<file path="src/rtl/rosetta_seq_controller_if.sv">
// Instruction handshake and control-strobe bundle for rosetta_seq_controller.
// Perf counter signals exist only when ROSETTA_PERF_CNT_EN is defined.
interface rosetta_seq_controller_if #(
    parameter int unsigned K_W = 8,
    parameter int unsigned I_W = 8,
    parameter int unsigned J_W = 8,
    parameter int unsigned E_W = 10
);
    logic           inst_valid;
    logic           inst_ready;
    logic [1:0]     op;
    logic           acc;
    logic           last;
    logic [K_W-1:0] k_len;
    logic [I_W-1:0] i_len;
    logic [J_W-1:0] j_len;
    logic [E_W-1:0] e_len;

    logic           am_src0_ren;
    logic           am_src1_ren;
    logic           am_dst_ren;
    logic           am_dst_wen;
    logic           wm_ren;
    logic           bm_ren;
    logic [1:0]     oprnd1_sel;
    logic           oprnd2_sel;
    logic           mvma_first;
    logic           e_state;
    logic           done_wen;
    logic           all_done;

`ifdef ROSETTA_PERF_CNT_EN
    logic [31:0]    perf_busy;
    logic [15:0]    perf_inst;

    modport master (
        output inst_valid, op, acc, last, k_len, i_len, j_len, e_len,
        input  inst_ready, am_src0_ren, am_src1_ren, am_dst_ren, am_dst_wen,
               wm_ren, bm_ren, oprnd1_sel, oprnd2_sel, mvma_first, e_state,
               done_wen, all_done, perf_busy, perf_inst
    );

    modport slave (
        input  inst_valid, op, acc, last, k_len, i_len, j_len, e_len,
        output inst_ready, am_src0_ren, am_src1_ren, am_dst_ren, am_dst_wen,
               wm_ren, bm_ren, oprnd1_sel, oprnd2_sel, mvma_first, e_state,
               done_wen, all_done, perf_busy, perf_inst
    );
`else
    modport master (
        output inst_valid, op, acc, last, k_len, i_len, j_len, e_len,
        input  inst_ready, am_src0_ren, am_src1_ren, am_dst_ren, am_dst_wen,
               wm_ren, bm_ren, oprnd1_sel, oprnd2_sel, mvma_first, e_state,
               done_wen, all_done
    );

    modport slave (
        input  inst_valid, op, acc, last, k_len, i_len, j_len, e_len,
        output inst_ready, am_src0_ren, am_src1_ren, am_dst_ren, am_dst_wen,
               wm_ren, bm_ren, oprnd1_sel, oprnd2_sel, mvma_first, e_state,
               done_wen, all_done
    );
`endif
endinterface

</file>
<file path="src/rtl/rosetta_seq_controller.sv">
// Sequencing controller for ROSETTA_Core: self-timed k/i/j/e loops, post-op bubble, halt.
// Optional perf counters (perf_busy, perf_inst) are enabled by defining ROSETTA_PERF_CNT_EN.
module rosetta_seq_controller #(
    parameter int unsigned K_W    = 8,
    parameter int unsigned I_W    = 8,
    parameter int unsigned J_W    = 8,
    parameter int unsigned E_W    = 10,
    parameter int unsigned BUBBLE = 3
) (
    input  logic                   clk,
    input  logic                   rst_n,
    rosetta_seq_controller_if.slave bus
);

    localparam int unsigned B_W = 4;

    localparam logic [2:0] S_IDLE = 3'd0;
    localparam logic [2:0] S_MVMA = 3'd1;
    localparam logic [2:0] S_EW   = 3'd2;
    localparam logic [2:0] S_BUB  = 3'd3;
    localparam logic [2:0] S_HALT = 3'd4;

    localparam logic [1:0] OP_NOP  = 2'd0;
    localparam logic [1:0] OP_MVMA = 2'd1;
    localparam logic [1:0] OP_EMAC = 2'd2;

    // Index of the final bubble cycle; a NOP still needs one cycle for its done strobe.
    localparam logic [B_W-1:0] BUB_LAST = (BUBBLE == 0) ? '0 : B_W'(BUBBLE - 1);

    logic [2:0]     state, state_nxt;
    logic [K_W-1:0] k, k_nxt;
    logic [I_W-1:0] i, i_nxt;
    logic [J_W-1:0] j, j_nxt;
    logic [E_W-1:0] e, e_nxt;
    logic [B_W-1:0] b, b_nxt;

    logic [1:0]     op_q, op_n;
    logic           acc_q, acc_n;
    logic           last_q, last_n;
    logic [K_W-1:0] k_len_q, k_len_n;
    logic [I_W-1:0] i_len_q, i_len_n;
    logic [J_W-1:0] j_len_q, j_len_n;
    logic [E_W-1:0] e_len_q, e_len_n;

    logic           accept;
    logic [2:0]     exit_state;
    logic [2:0]     done_state;
    logic           k_done, i_done, j_done;

    logic           ready_q, ready_d;
    logic           src0_q, src0_d;
    logic           src1_q, src1_d;
    logic           dst_r_q, dst_r_d;
    logic           dst_w_q, dst_w_d;
    logic           wm_q, wm_d;
    logic           bm_q, bm_d;
    logic [1:0]     sel1_q, sel1_d;
    logic           sel2_q, sel2_d;
    logic           first_q, first_d;
    logic           es_q, es_d;
    logic           done_q, done_d;
    logic           halt_q, halt_d;

    assign accept = bus.inst_valid & ready_q;

    // Instruction fields as they will be after this edge.
    assign op_n    = accept ? bus.op    : op_q;
    assign acc_n   = accept ? bus.acc   : acc_q;
    assign last_n  = accept ? bus.last  : last_q;
    assign k_len_n = accept ? bus.k_len : k_len_q;
    assign i_len_n = accept ? bus.i_len : i_len_q;
    assign j_len_n = accept ? bus.j_len : j_len_q;
    assign e_len_n = accept ? bus.e_len : e_len_q;

    assign k_done = (k == k_len_q);
    assign i_done = (i == i_len_q);
    assign j_done = (j == j_len_q);

    always_ff @(posedge clk or negedge rst_n) begin
        if (!rst_n) begin
            state   <= S_IDLE;
            k       <= '0;
            i       <= '0;
            j       <= '0;
            e       <= '0;
            b       <= '0;
            op_q    <= '0;
            acc_q   <= 1'b0;
            last_q  <= 1'b0;
            k_len_q <= '0;
            i_len_q <= '0;
            j_len_q <= '0;
            e_len_q <= '0;
        end else begin
            state   <= state_nxt;
            k       <= k_nxt;
            i       <= i_nxt;
            j       <= j_nxt;
            e       <= e_nxt;
            b       <= b_nxt;
            op_q    <= op_n;
            acc_q   <= acc_n;
            last_q  <= last_n;
            k_len_q <= k_len_n;
            i_len_q <= i_len_n;
            j_len_q <= j_len_n;
            e_len_q <= e_len_n;
        end
    end

    // Next state and loop counters; compare-before-increment keeps counters in range.
    always_comb begin
        state_nxt  = state;
        k_nxt      = k;
        i_nxt      = i;
        j_nxt      = j;
        e_nxt      = e;
        b_nxt      = b;
        exit_state = last_q ? S_HALT : S_IDLE;
        done_state = (BUBBLE == 0) ? exit_state : S_BUB;

        case (state)
            S_IDLE: begin
                if (accept) begin
                    k_nxt = '0;
                    i_nxt = '0;
                    j_nxt = '0;
                    e_nxt = '0;
                    b_nxt = '0;
                    case (bus.op)
                        OP_NOP:  state_nxt = S_BUB;
                        OP_MVMA: state_nxt = S_MVMA;
                        default: state_nxt = S_EW;
                    endcase
                end
            end
            S_MVMA: begin
                if (k_done && i_done && j_done) begin
                    state_nxt = done_state;
                    k_nxt     = '0;
                    i_nxt     = '0;
                    j_nxt     = '0;
                    b_nxt     = '0;
                end else if (!k_done) begin
                    k_nxt = k + K_W'(1);
                end else begin
                    k_nxt = '0;
                    if (!i_done) begin
                        i_nxt = i + I_W'(1);
                    end else begin
                        i_nxt = '0;
                        j_nxt = j + J_W'(1);
                    end
                end
            end
            S_EW: begin
                if (e == e_len_q) begin
                    state_nxt = done_state;
                    e_nxt     = '0;
                    b_nxt     = '0;
                end else begin
                    e_nxt = e + E_W'(1);
                end
            end
            S_BUB: begin
                if (b == BUB_LAST) begin
                    state_nxt = exit_state;
                    b_nxt     = '0;
                end else begin
                    b_nxt = b + B_W'(1);
                end
            end
            S_HALT:  state_nxt = S_HALT;
            default: state_nxt = S_IDLE;
        endcase
    end

    // Output decode from the upcoming state, registered so strobes align with that state.
    always_comb begin
        ready_d = 1'b0;
        src0_d  = 1'b0;
        src1_d  = 1'b0;
        dst_r_d = 1'b0;
        dst_w_d = 1'b0;
        wm_d    = 1'b0;
        bm_d    = 1'b0;
        sel1_d  = 2'b00;
        sel2_d  = 1'b0;
        first_d = 1'b0;
        es_d    = 1'b0;
        done_d  = 1'b0;
        halt_d  = 1'b0;

        case (state_nxt)
            S_IDLE: ready_d = 1'b1;
            S_MVMA: begin
                src0_d  = 1'b1;
                wm_d    = 1'b1;
                bm_d    = 1'b1;
                first_d = (k_nxt == '0);
                done_d  = (k_nxt == k_len_n) && (i_nxt == i_len_n) && (j_nxt == j_len_n);
            end
            S_EW: begin
                src0_d  = 1'b1;
                dst_w_d = 1'b1;
                if (op_n == OP_EMAC) begin
                    src1_d  = 1'b1;
                    dst_r_d = acc_n;
                    sel1_d  = 2'b01;
                    sel2_d  = 1'b0;
                end else begin
                    sel1_d  = 2'b10;
                    sel2_d  = 1'b1;
                end
                es_d   = (e_nxt != e_len_n);
                done_d = (e_nxt == e_len_n);
            end
            // Only a NOP enters the bubble straight from IDLE; its done strobe lands here.
            S_BUB:   done_d = (state == S_IDLE);
            S_HALT:  halt_d = 1'b1;
            default: ready_d = 1'b0;
        endcase
    end

    always_ff @(posedge clk or negedge rst_n) begin
        if (!rst_n) begin
            ready_q <= 1'b0;
            src0_q  <= 1'b0;
            src1_q  <= 1'b0;
            dst_r_q <= 1'b0;
            dst_w_q <= 1'b0;
            wm_q    <= 1'b0;
            bm_q    <= 1'b0;
            sel1_q  <= 2'b00;
            sel2_q  <= 1'b0;
            first_q <= 1'b0;
            es_q    <= 1'b0;
            done_q  <= 1'b0;
            halt_q  <= 1'b0;
        end else begin
            ready_q <= ready_d;
            src0_q  <= src0_d;
            src1_q  <= src1_d;
            dst_r_q <= dst_r_d;
            dst_w_q <= dst_w_d;
            wm_q    <= wm_d;
            bm_q    <= bm_d;
            sel1_q  <= sel1_d;
            sel2_q  <= sel2_d;
            first_q <= first_d;
            es_q    <= es_d;
            done_q  <= done_d;
            halt_q  <= halt_d;
        end
    end

    assign bus.inst_ready  = ready_q;
    assign bus.am_src0_ren = src0_q;
    assign bus.am_src1_ren = src1_q;
    assign bus.am_dst_ren  = dst_r_q;
    assign bus.am_dst_wen  = dst_w_q;
    assign bus.wm_ren      = wm_q;
    assign bus.bm_ren      = bm_q;
    assign bus.oprnd1_sel  = sel1_q;
    assign bus.oprnd2_sel  = sel2_q;
    assign bus.mvma_first  = first_q;
    assign bus.e_state     = es_q;
    assign bus.done_wen    = done_q;
    assign bus.all_done    = halt_q;

`ifdef ROSETTA_PERF_CNT_EN
    logic [31:0] perf_busy_q;
    logic [15:0] perf_inst_q;

    // Saturating activity counters.
    always_ff @(posedge clk or negedge rst_n) begin
        if (!rst_n) begin
            perf_busy_q <= '0;
            perf_inst_q <= '0;
        end else begin
            if ((state != S_IDLE) && (state != S_HALT) && (perf_busy_q != '1)) begin
                perf_busy_q <= perf_busy_q + 32'(1);
            end
            if (done_q && (perf_inst_q != '1)) begin
                perf_inst_q <= perf_inst_q + 16'(1);
            end
        end
    end

    assign bus.perf_busy = perf_busy_q;
    assign bus.perf_inst = perf_inst_q;
`endif

endmodule

</file>
<file path="src/flat_wrapper.sv">
// flat-port wrapper written by rule: the top's interface ports become plain ports
module rosetta_seq_controller_flat 
#(
    parameter int unsigned K_W    = 8,
    parameter int unsigned I_W    = 8,
    parameter int unsigned J_W    = 8,
    parameter int unsigned E_W    = 10,
    parameter int unsigned BUBBLE = 3
)
  (clk, rst_n, bus_inst_valid, bus_op, bus_acc, bus_last, bus_k_len, bus_i_len, bus_j_len, bus_e_len, bus_inst_ready, bus_am_src0_ren, bus_am_src1_ren, bus_am_dst_ren, bus_am_dst_wen, bus_wm_ren, bus_bm_ren, bus_oprnd1_sel, bus_oprnd2_sel, bus_mvma_first, bus_e_state, bus_done_wen, bus_all_done);
  rosetta_seq_controller_if #(.K_W(K_W), .I_W(I_W), .J_W(J_W), .E_W(E_W)) bus_i ();
  input  logic clk;
  input  logic rst_n;
  input wire logic [$bits(bus_i.inst_valid)-1:0] bus_inst_valid;
  input wire logic [$bits(bus_i.op)-1:0] bus_op;
  input wire logic [$bits(bus_i.acc)-1:0] bus_acc;
  input wire logic [$bits(bus_i.last)-1:0] bus_last;
  input wire logic [$bits(bus_i.k_len)-1:0] bus_k_len;
  input wire logic [$bits(bus_i.i_len)-1:0] bus_i_len;
  input wire logic [$bits(bus_i.j_len)-1:0] bus_j_len;
  input wire logic [$bits(bus_i.e_len)-1:0] bus_e_len;
  output wire logic [$bits(bus_i.inst_ready)-1:0] bus_inst_ready;
  output wire logic [$bits(bus_i.am_src0_ren)-1:0] bus_am_src0_ren;
  output wire logic [$bits(bus_i.am_src1_ren)-1:0] bus_am_src1_ren;
  output wire logic [$bits(bus_i.am_dst_ren)-1:0] bus_am_dst_ren;
  output wire logic [$bits(bus_i.am_dst_wen)-1:0] bus_am_dst_wen;
  output wire logic [$bits(bus_i.wm_ren)-1:0] bus_wm_ren;
  output wire logic [$bits(bus_i.bm_ren)-1:0] bus_bm_ren;
  output wire logic [$bits(bus_i.oprnd1_sel)-1:0] bus_oprnd1_sel;
  output wire logic [$bits(bus_i.oprnd2_sel)-1:0] bus_oprnd2_sel;
  output wire logic [$bits(bus_i.mvma_first)-1:0] bus_mvma_first;
  output wire logic [$bits(bus_i.e_state)-1:0] bus_e_state;
  output wire logic [$bits(bus_i.done_wen)-1:0] bus_done_wen;
  output wire logic [$bits(bus_i.all_done)-1:0] bus_all_done;
  assign bus_i.inst_valid = bus_inst_valid;
  assign bus_i.op = bus_op;
  assign bus_i.acc = bus_acc;
  assign bus_i.last = bus_last;
  assign bus_i.k_len = bus_k_len;
  assign bus_i.i_len = bus_i_len;
  assign bus_i.j_len = bus_j_len;
  assign bus_i.e_len = bus_e_len;
  assign bus_inst_ready = bus_i.inst_ready;
  assign bus_am_src0_ren = bus_i.am_src0_ren;
  assign bus_am_src1_ren = bus_i.am_src1_ren;
  assign bus_am_dst_ren = bus_i.am_dst_ren;
  assign bus_am_dst_wen = bus_i.am_dst_wen;
  assign bus_wm_ren = bus_i.wm_ren;
  assign bus_bm_ren = bus_i.bm_ren;
  assign bus_oprnd1_sel = bus_i.oprnd1_sel;
  assign bus_oprnd2_sel = bus_i.oprnd2_sel;
  assign bus_mvma_first = bus_i.mvma_first;
  assign bus_e_state = bus_i.e_state;
  assign bus_done_wen = bus_i.done_wen;
  assign bus_all_done = bus_i.all_done;
  rosetta_seq_controller #(.K_W(K_W), .I_W(I_W), .J_W(J_W), .E_W(E_W), .BUBBLE(BUBBLE)) u_core (.clk(clk), .rst_n(rst_n), .bus(bus_i));
endmodule
</file>
<file path="config.mk">
export PLATFORM = sky130hd
export DESIGN_NAME = rosetta_seq_controller_flat
export DESIGN_NICKNAME = d
export VERILOG_FILES = /design/src/rtl/rosetta_seq_controller_if.sv /design/src/rtl/rosetta_seq_controller.sv /design/src/flat_wrapper.sv
export SDC_FILE = /design/constraint.sdc
export NUM_CORES = 1
export LEC_CHECK = 0
export BUFFER_PORTS_ARGS = -buffer_cell sky130_fd_sc_hd__buf_4
export CORE_ASPECT_RATIO = 0.8
export CORE_MARGIN = 5
export CORE_UTILIZATION = 61
export CTS_BUF_LIST = sky130_fd_sc_hd__clkbuf_4
export DETAILED_ROUTE_END_ITERATION = 16
export GPL_TIMING_DRIVEN = 0
export PLACE_DENSITY = 0.82
export SETUP_SLACK_MARGIN = 0.05
export SLEW_MARGIN = 20
export SYNTH_ARGS = -nofsm -noshare
export SYNTH_HDL_FRONTEND = slang
export SYNTH_SLANG_ARGS = --single-unit
</file>
<file path="constraint.sdc">
create_clock -name clk -period 3 [get_ports clk]
set_input_delay 0.45 -clock clk [delete_from_list [all_inputs] [get_ports clk]]
set_output_delay 0.45 -clock clk [all_outputs]
set_load 0.02 [all_outputs]
</file>
[Word-level counts from Yosys, hierarchy flattened]
Index checks and enable logic that the tools add are counted.
Cells by class
  bitwise gates (word level): 1
  equality and inequality tests: 23
  $add $sub $neg: 5
  reductions and logical operators: 11
  multiplexer cells: 51
Operator list (number)
  $mux W8: 14
  $eq A8 B8 Y1: 6
  $pmux W8 S2: 3
  $mux W10: 3
  $add A8 B1 Y8 const B: 3
  $eq A10 B10 Y1: 2
  $pmux W10 S2: 1
  $mux W4: 4
  $pmux W4 S4: 1
  $mux W3: 5
  $pmux W3 S5: 1
  $mux W1: 14
  $eq A3 B2 Y1 const B: 4
  $add A10 B1 Y10 const B: 1
  $ne A10 B10 Y1: 1
  $logic_not A8 Y1: 1
  $eq A3 B1 Y1 const B: 2
  $eq A3 B3 Y1 const B: 2
  $logic_not A3 Y1: 2
  $mux W2: 3
  $ne A2 B1 Y1 const B: 3
  $add A4 B1 Y4 const B: 1
  $eq A4 B2 Y1 const B: 1
  $logic_and A1 B1 Y1: 4
  9 further kinds: 9
Word-level totals
  flip-flop bits (word level): 92

[Depth between registers and ports, before layout]
Gate-level depths: netlist (run 1).
  depth after elaboration: 9
  depth in mapped cells: 12

[Least setup slack after synthesis (run 1)]
OpenSTA, ideal clock, no wires.
  kind: register -> register
  from: reg u_core.ready_q, in the netlist u_core.bus.inst_ready
  to: reg u_core.done_q, in the netlist u_core.bus.done_wen
  clock period less this slack: 2685 ps
  library setup time: 66 ps
  setup slack: 315 ps
  stages on the path, launching flop included: 13
  data arrival time: 2619 ps
  required time: 2934 ps
  cell sequence: dfrtp_1 > and2_1 > buf_2 > buf_4 > buf_2 > o21ai_2 > nand2_1 > o21ai_0 > xnor2_1 > nand3_1 > or4_1 > o31ai_1 > a31o_1
Between the ends
  elaborated cells between the ends (all ways): 25
RTL lines
  start: declaration: RTL line rosetta_seq_controller.sv:50  | logic ready_q, ready_d;
  start signal: assignment: RTL line rosetta_seq_controller.sv:241  | ready_q <= ready_d;
  $and A1 B1 Y1: RTL line rosetta_seq_controller.sv:64  | assign accept = bus.inst_valid & ready_q;
  $mux W10: RTL line rosetta_seq_controller.sv:124  | if (accept) begin
  $pmux W10 S2: RTL line rosetta_seq_controller.sv:122  | case (state)
  named net u_core.e_nxt[1]: RTL line rosetta_seq_controller.sv:34  | logic [E_W-1:0] e, e_nxt;
  $eq A10 B10 Y1: RTL line rosetta_seq_controller.sv:216  | done_d = (e_nxt == e_len_n);
  $pmux W1 S3: RTL line rosetta_seq_controller.sv:194  | case (state_nxt)
  named net u_core.done_d: RTL line rosetta_seq_controller.sv:61  | logic done_q, done_d;
  end signal: assignment: RTL line rosetta_seq_controller.sv:252  | done_q <= done_d;
  end: declaration: RTL line rosetta_seq_controller.sv:61
The timed path passes the listed nets, and every way through them passes these cells.
A chain may end at the register's enable or synchronous reset.

[Final worst setup path (run 1)]
  from: reg u_core.i[5]
  to: reg u_core.done_q, in the netlist u_core.bus.done_wen
Between the ends
  longest elaborated chain between the ends: 9
  elaborated cells between the ends (all ways): 26
Ends and longest elaborated chain
  start: declaration: RTL line rosetta_seq_controller.sv:32  | logic [I_W-1:0] i, i_nxt;
  start signal: assignment: RTL line rosetta_seq_controller.sv:97  | i <= i_nxt;
  $add A8 B1 Y8 or $eq A8 B8 Y1 (tied branches): RTL line rosetta_seq_controller.sv:149, rosetta_seq_controller.sv:76
  $mux W8 or $logic_and A1 B1 Y1 (tied branches): RTL line rosetta_seq_controller.sv:148, rosetta_seq_controller.sv:138
  $mux W8 or $logic_and A1 B1 Y1 (tied branches): RTL line rosetta_seq_controller.sv:144, rosetta_seq_controller.sv:138
  $mux W8: RTL line rosetta_seq_controller.sv:138  | if (k_done && i_done && j_done) begin
  $pmux W8 S2: RTL line rosetta_seq_controller.sv:122
  $eq A8 B8 Y1: RTL line rosetta_seq_controller.sv:201  | done_d = (k_nxt == k_len_n) && (i_nxt == i_len_n) && (j_nxt == j_len_n);
  $logic_and A1 B1 Y1 (2 in series): RTL line rosetta_seq_controller.sv:201
  $pmux W1 S3 *: RTL line rosetta_seq_controller.sv:194
  named net u_core.done_d: RTL line rosetta_seq_controller.sv:61
The timed path passes the listed nets; every way through them passes the cells marked *.

==> results.toml, run 1 <==
[sta]
relSlewSlack_pct = 44.5
skew_ns = 0.0293
rsz0062_at_grt = "true"
finalHoldViolCount = 0
finalCriticalPeriod_ns = 3.02
setup_violations = 1
whs_ns = 0.00336
worstMarginPinSlew_ns = 0.833
drv_slew = 0
layout_setup_ws_ns = -0.0186
final.setup.tns_ns = -0.0186
max_freq_mhz = 331
fin_crit_sh_pct = 101

[grt]
grt_overflow = 0
grt_pass1_vias = 4581
grt_start_max_net_pins = 91
grt_pass1_wl_microns = 24000
grtUsageTotal_pct = 28.6
antenna_found_initial = 0

[floorplan]
start_util_pct = 62.4
dieArea_sq_um = 10600
pin_count = 55
fp.dieW_microns = 114
core_area_sq_um = 8480
num_rows = 30
fp.dieH_microns = 93.3

[cts]
ctsHtreeMaxLevel = 3
cts_tree = "yes"
cts_buffers = 9
cts_sinks = 90
root_buffer = "clkbuf_4"
path_clk_slew_ns = 0.17
cts_buffer_depth = 2
clk_latency_ns = 0.46

[setup_path]
startpoint = "u_core.i[5]$_DFF_PN0_"
path_class = "reg2reg"
rr_startpoint = "u_core.i[5]$_DFF_PN0_"
endpoint_kind = "flip-flop"
worstPathRequired_ns = 3.38
crit_path_start_kind = "flip-flop"
cp_max_fo = 7
cp.arrival_ns = 3.40

[detailed_routing]
drtIter0Drc = 389
ant_nets = 0
dr.pass1.iters = 8
route.detailed.drc = 0
viasPerCell = 6.14
dr_total_vias = 4801
wl_per_cell_microns = 19.3
drt-total-wl_microns = 15100

[power]
combPwrFrac_pct = 3.2
switching_share_pct = 23.4
p_int_mw = 1.61
p_seq_share_pct = 57.8
power.switching_mw = 0.492
vdd_drop_max_mv = 0.245
p_leak_nw = 3.07
powerDensity_nw_per_um2 = 329
total_power_mw = 2.10
pwr-share-clk_pct = 39.0

[synth]
synth_top_area_share_pct = 42.6
async_flop_share_pct = 100
netlist_area_sq_um = 5290
syn_nets = 627
ys_types = 67
seq_area_frac_synth_pct = 42.6
synth_edf_count = 0
syn_avg_cell_area_sq_um = 9.12
synth.area.top_cells = "dfrtp_1, nand2_1, xnor2_1, xor2_1, mux2i_1"
ys.flop_type = "dfrtp_1"
synth_warnings = 0
synth_top_area_cell = "dfrtp_1"
synth-seq-cells = 90
synthCells = 580

[place]
dp_hpwl_microns = 10900
dp.cells = 746
io_buffers = 54
gp_congestion = 0.908
pre_cts_ws_ns = -0.543
place_area_sq_um = 5840

[cells_and_area]
stdcell_count = 782
finish.instance_area_sq_um = 6370
antenna_cells = 0
finish.utilization_pct = 75.1
area_growth_pct = 20.4
final_nets = 712
drive_gt1_share_pct = 23.6

[worst_hold_path]
hold_path_class = "in2async"

[status]
violations = "negative setup slack"
status = "finished, violations left"

[flow_run]
maxCapViolCount = 0
==> cell type report <==
type	count	area (sq um)
plain buffers	28	181
repair buffers	77	586
well taps	112	140
fillers	641	2110
clock buffers	10	75.1
inverters	28	105
multi-input cells	431	2930
clock inverters	6	97.6
flip-flops and latches	90	2250
==> metal layers <==
layer  GRT usage (%)  vias up  part of all wire (%)
li1                -     2216                     -
met1            42.9     2334                    45
met2            42.7      214                    45
met3            5.43       37                   7.8
met4            7.02        0                   2.1
met5               0        -                     0
==> power by group through the flow <==
stage | clock network (mW) | logic, mW | registers (mW)
after global placement | 0 | 0.0654 | 1.24
final | 0.819 | 0.0661 | 1.21
after floorplan | 0 | 0.00108 | 1.24
after CTS | 0.824 | 0.0675 | 1.21
after detailed placement | 0 | 0.0672 | 1.24
after global routing | 0.877 | 0.0740 | 1.21
==> flip-flops by register name (all words and copies together), names as in the netlist, 4 cells and up <==
signal / cells
u_core.e_len_q: 10
u_core.b: 4
u_core.e: 10
u_core.j_len_q: 8
u_core.j: 8
u_core.i: 8
u_core.i_len_q: 8
u_core.k: 8
u_core.k_len_q: 8
==> cell usage after synthesis (all sizes together) (8+ instances only) <==
cell type,n
nand2,109
dfrtp,90
xnor2,41
o21ai,29
inv,28
nor2,26
nand3,23
xor2,21
buf,18
mux2i,16
a21oi,13
clkbuf,13
nand4,13
nor3,12
a22o,11
nor4,8
o31ai,8
==> kinds of logic (layout without fill, tap and decap cells) <==
logic type	Yosys count	count (layout)	share of synthesized area, %
AO/OA/AOI/OAI	115	115	15.6
AND/OR/NAND/NOR	230	230	21.6
XOR/XNOR	62	62	10.4
multiplexers	18	18	3.45
adder cells (fa/ha/maj)	6	6	1.42
buffers and inverters	59	149	4.94
flip-flops	90	90	42.6
==> worst paths after layout <==
kind	endpoint	slack, ns	cells after the start
max in group asynchronous	u_core.e[3]$_DFF_PN0_	2.37	1
worst min register to register	u_core.acc_q$_DFF_PN0_	0.50	2
worst max register to register	u_core.bus.done_wen$_DFF_PN0_	-0.02	11
min in group clk	u_core.last_q$_DFFE_PN0P_	0.21	3
worst max-delay path	u_core.bus.done_wen$_DFF_PN0_	-0.02	11
worst min-delay path	u_core.j_len_q[0]$_DFF_PN0_	0.003	1
==> layout by cell type (no fill, tap or decap), types with 7 or more instances in the layout <==
master	synthesis	final
nand2_1	109	108
xnor2_1	41	35
a21oi_1	13	13
a22o_1	11	11
buf_6	1	7
nor2_1	26	21
nand4_1	12	12
o21ai_0	25	22
buf_4	5	81
clkbuf_4	0	11
nand3_1	23	23
mux2i_1	16	15
dfrtp_1	90	88
nor3_1	11	11
inv_1	28	28
xor2_1	20	19
==> critical path: stages, from the launching register on <==
cell and delay [ns]:
dfrtp_1 0.42, buf_6 0.12, xor2_2 0.16, nor4_4 0.43, and2_1 0.20, buf_6 0.13
a21oi_1 0.08, a311o_1 0.34, xnor2_1 0.13, a211o_1 0.34, nor4_1 0.34, a31o_1 0.25
==> repair_timing <==
item	4_1_cts	5_1_grt
cloned	0	0
setup buffers	11	12
pin swaps	13	14
gates resized for setup	33	22
hold buffers	0	0
setup endpoints to repair	3	3
Power figures use the tool's default switching activity.
==> run 2, diff against run 1 <==
Settings changed: CORE_MARGIN 5 to unset.
==> results.toml, run 2 (synthesized netlist as in run 1, its figures left out) <==
[status]
status = "finished, violations left"
violations = "negative hold slack, negative setup slack"

[cts]
cts_sinks = 90
cts_tree = "yes"
clk_latency_ns = 0.46
path_clk_slew_ns = 0.18
cts_buffer_depth = 2
cts_buffers = 9
holdBufCountCts = 0
root_buffer = "clkbuf_4"
ctsHtreeMaxLevel = 3

[grt]
grtUsageTotal_pct = 33.8
antenna_found_initial = 0
grt_pass1_wl_microns = 23400
grt_start_max_net_pins = 91
grt_pass1_vias = 4556
grt_overflow = 0

[floorplan]
fp.dieH_microns = 85.3
core_area_sq_um = 8160
dieArea_sq_um = 9050
start_util_pct = 64.8
pin_count = 55
fp.dieW_microns = 106
num_rows = 29

[setup_path]
cp_max_fo = 6
path_class = "reg2reg"
rr_startpoint = "u_core.i[3]$_DFF_PN0_"
slowest_stage = "or4_4"
crit_path_start_kind = "flip-flop"
cp_cell_sequence = "buf_6, xor2_2, nor4_4, nand4_4, nor3_4, nand2_1, a311o_1, or4_4, nor4b_4, a31o_1"
endpoint_kind = "flip-flop"
cp_slowest_stage_delay_ns = 0.54
cp.arrival_ns = 3.38
worstPathRequired_ns = 3.38
r2r_cells = 10
rr_endpoint = "u_core.bus.done_wen$_DFF_PN0_"
reg2reg_setup_slack_ns = -0.002

[place]
pre_cts_ws_ns = -0.500
dp_hpwl_microns = 10600
place_area_sq_um = 5830
gp_congestion = 0.962
io_buffers = 54

[detailed_routing]
route.detailed.drc = 0
drtIter0Drc = 470
drt-total-wl_microns = 14900
dr.pass1.iters = 5
viasPerCell = 6.20
wl_per_cell_microns = 19.2
dr_total_vias = 4826
ant_nets = 0

[flow_run]
maxCapViolCount = 0

[cells_and_area]
finish.utilization_pct = 78.2
final_cell_mix = "nand2_1, buf_4, dfrtp_1"
area_growth_pct = 20.7
reg_top3 = "u_core.e x10, u_core.e_len_q x10"
layout_commonest_cell = "nand2_1"
finish.instance_area_sq_um = 6390
fillCellCount = 568
antenna_cells = 0
final_nets = 713
drive_gt1_share_pct = 24.4

[sta]
finalCriticalPeriod_ns = 3.00
finalHoldViolCount = 1
whs_ns = -0.00517
skew_ns = 0.0254
drv_slew = 0
rsz0062_at_grt = "true"
layout_setup_ws_ns = -0.00233
setup_violations = 1
fin_crit_sh_pct = 100
worstMarginPinSlew_ns = 0.853
relSlewSlack_pct = 43.1
max_freq_mhz = 333

[power]
total_power_mw = 2.06
powerDensity_nw_per_um2 = 322
vdd_drop_max_mv = 0.289
p_leak_nw = 3.10

[worst_hold_path]
hold_path_class = "in2async"
[run 2: worst max-delay path by stage]
stage | from | to | slack (ns) | depth (start not counted)
finish | u_core.i[3]$_DFF_PN0_ | u_core.bus.done_wen$_DFF_PN0_ | -0.002 | 10
CTS | u_core.k[3]$_DFF_PN0_ | u_core.bus.done_wen$_DFF_PN0_ | 0.05 | 11
floorplan | u_core.bus.inst_ready$_DFF_PN0_ | u_core.bus.done_wen$_DFF_PN0_ | 0.32 | 12
global placement | bus_inst_valid | u_core.bus.done_wen$_DFF_PN0_ | -0.51 | 11
global route | u_core.k[2]$_DFF_PN0_ | u_core.bus.done_wen$_DFF_PN0_ | -0.12 | 9
detailed placement | bus_inst_valid | u_core.bus.done_wen$_DFF_PN0_ | -0.50 | 11
[run 2: power breakdown]
part	internal (mW)	leakage (nW)	switching (mW)
Clock	0.279	0.0873	0.496
Combinational	0.0337	1.86	0.0325
Sequential	1.21	1.15	0
[run 2: layout make-up]
type | count | area [sq um] | area share (%)
Buffer | 27 | 174 | 2.72
Timing Repair Buffer | 79 | 597 | 9.34
Sequential cell | 90 | 2260 | 35.4
Clock buffer | 9 | 67.6 | 1.06
Clock inverter | 7 | 95.1 | 1.49
Inverter | 28 | 105 | 1.65
Tap cell | 108 | 135 | 2.12
Multi-Input combinational cell | 431 | 2950 | 46.2
[run 2: repair_timing]
item	4_1_cts	5_1_grt
endpoints found under the setup margin	4	4
pin swaps	15	19
cloned	0	0
gates resized for setup	31	30
setup buffers	10	15
[run 2: through the flow]
| step | TNS [ns] | std cells |
|---|---|---|
| finish | -0.00233 | 779 |
| global route | -0.117 | 779 |
| CTS | 0 | 765 |
| floorplan | 0 | 580 |
| global placement | -0.670 | 742 |
| detailed placement | -0.749 | 742 |
[run 2: metal layers]
metal  track usage (%)  routed length [microns]  vias up
met5                 0                        0        -
met4              9.60                      214        0
met3              7.07                     1410       31
met2              50.1                     6650      268
met1              50.2                     6670     2309
li1                  -                        -     2218
[run 2: critical path: cells and delay by family (launching register included)]
| family | cells | cell delay (ns) |
|---|---|---|
| AND/OR/NAND/NOR | 6 | 1.68 |
| AO/OA/AOI/OAI | 2 | 0.55 |
| flip-flops | 1 | 0.41 |
| XOR/XNOR | 1 | 0.15 |
| buffers and inverters | 1 | 0.13 |
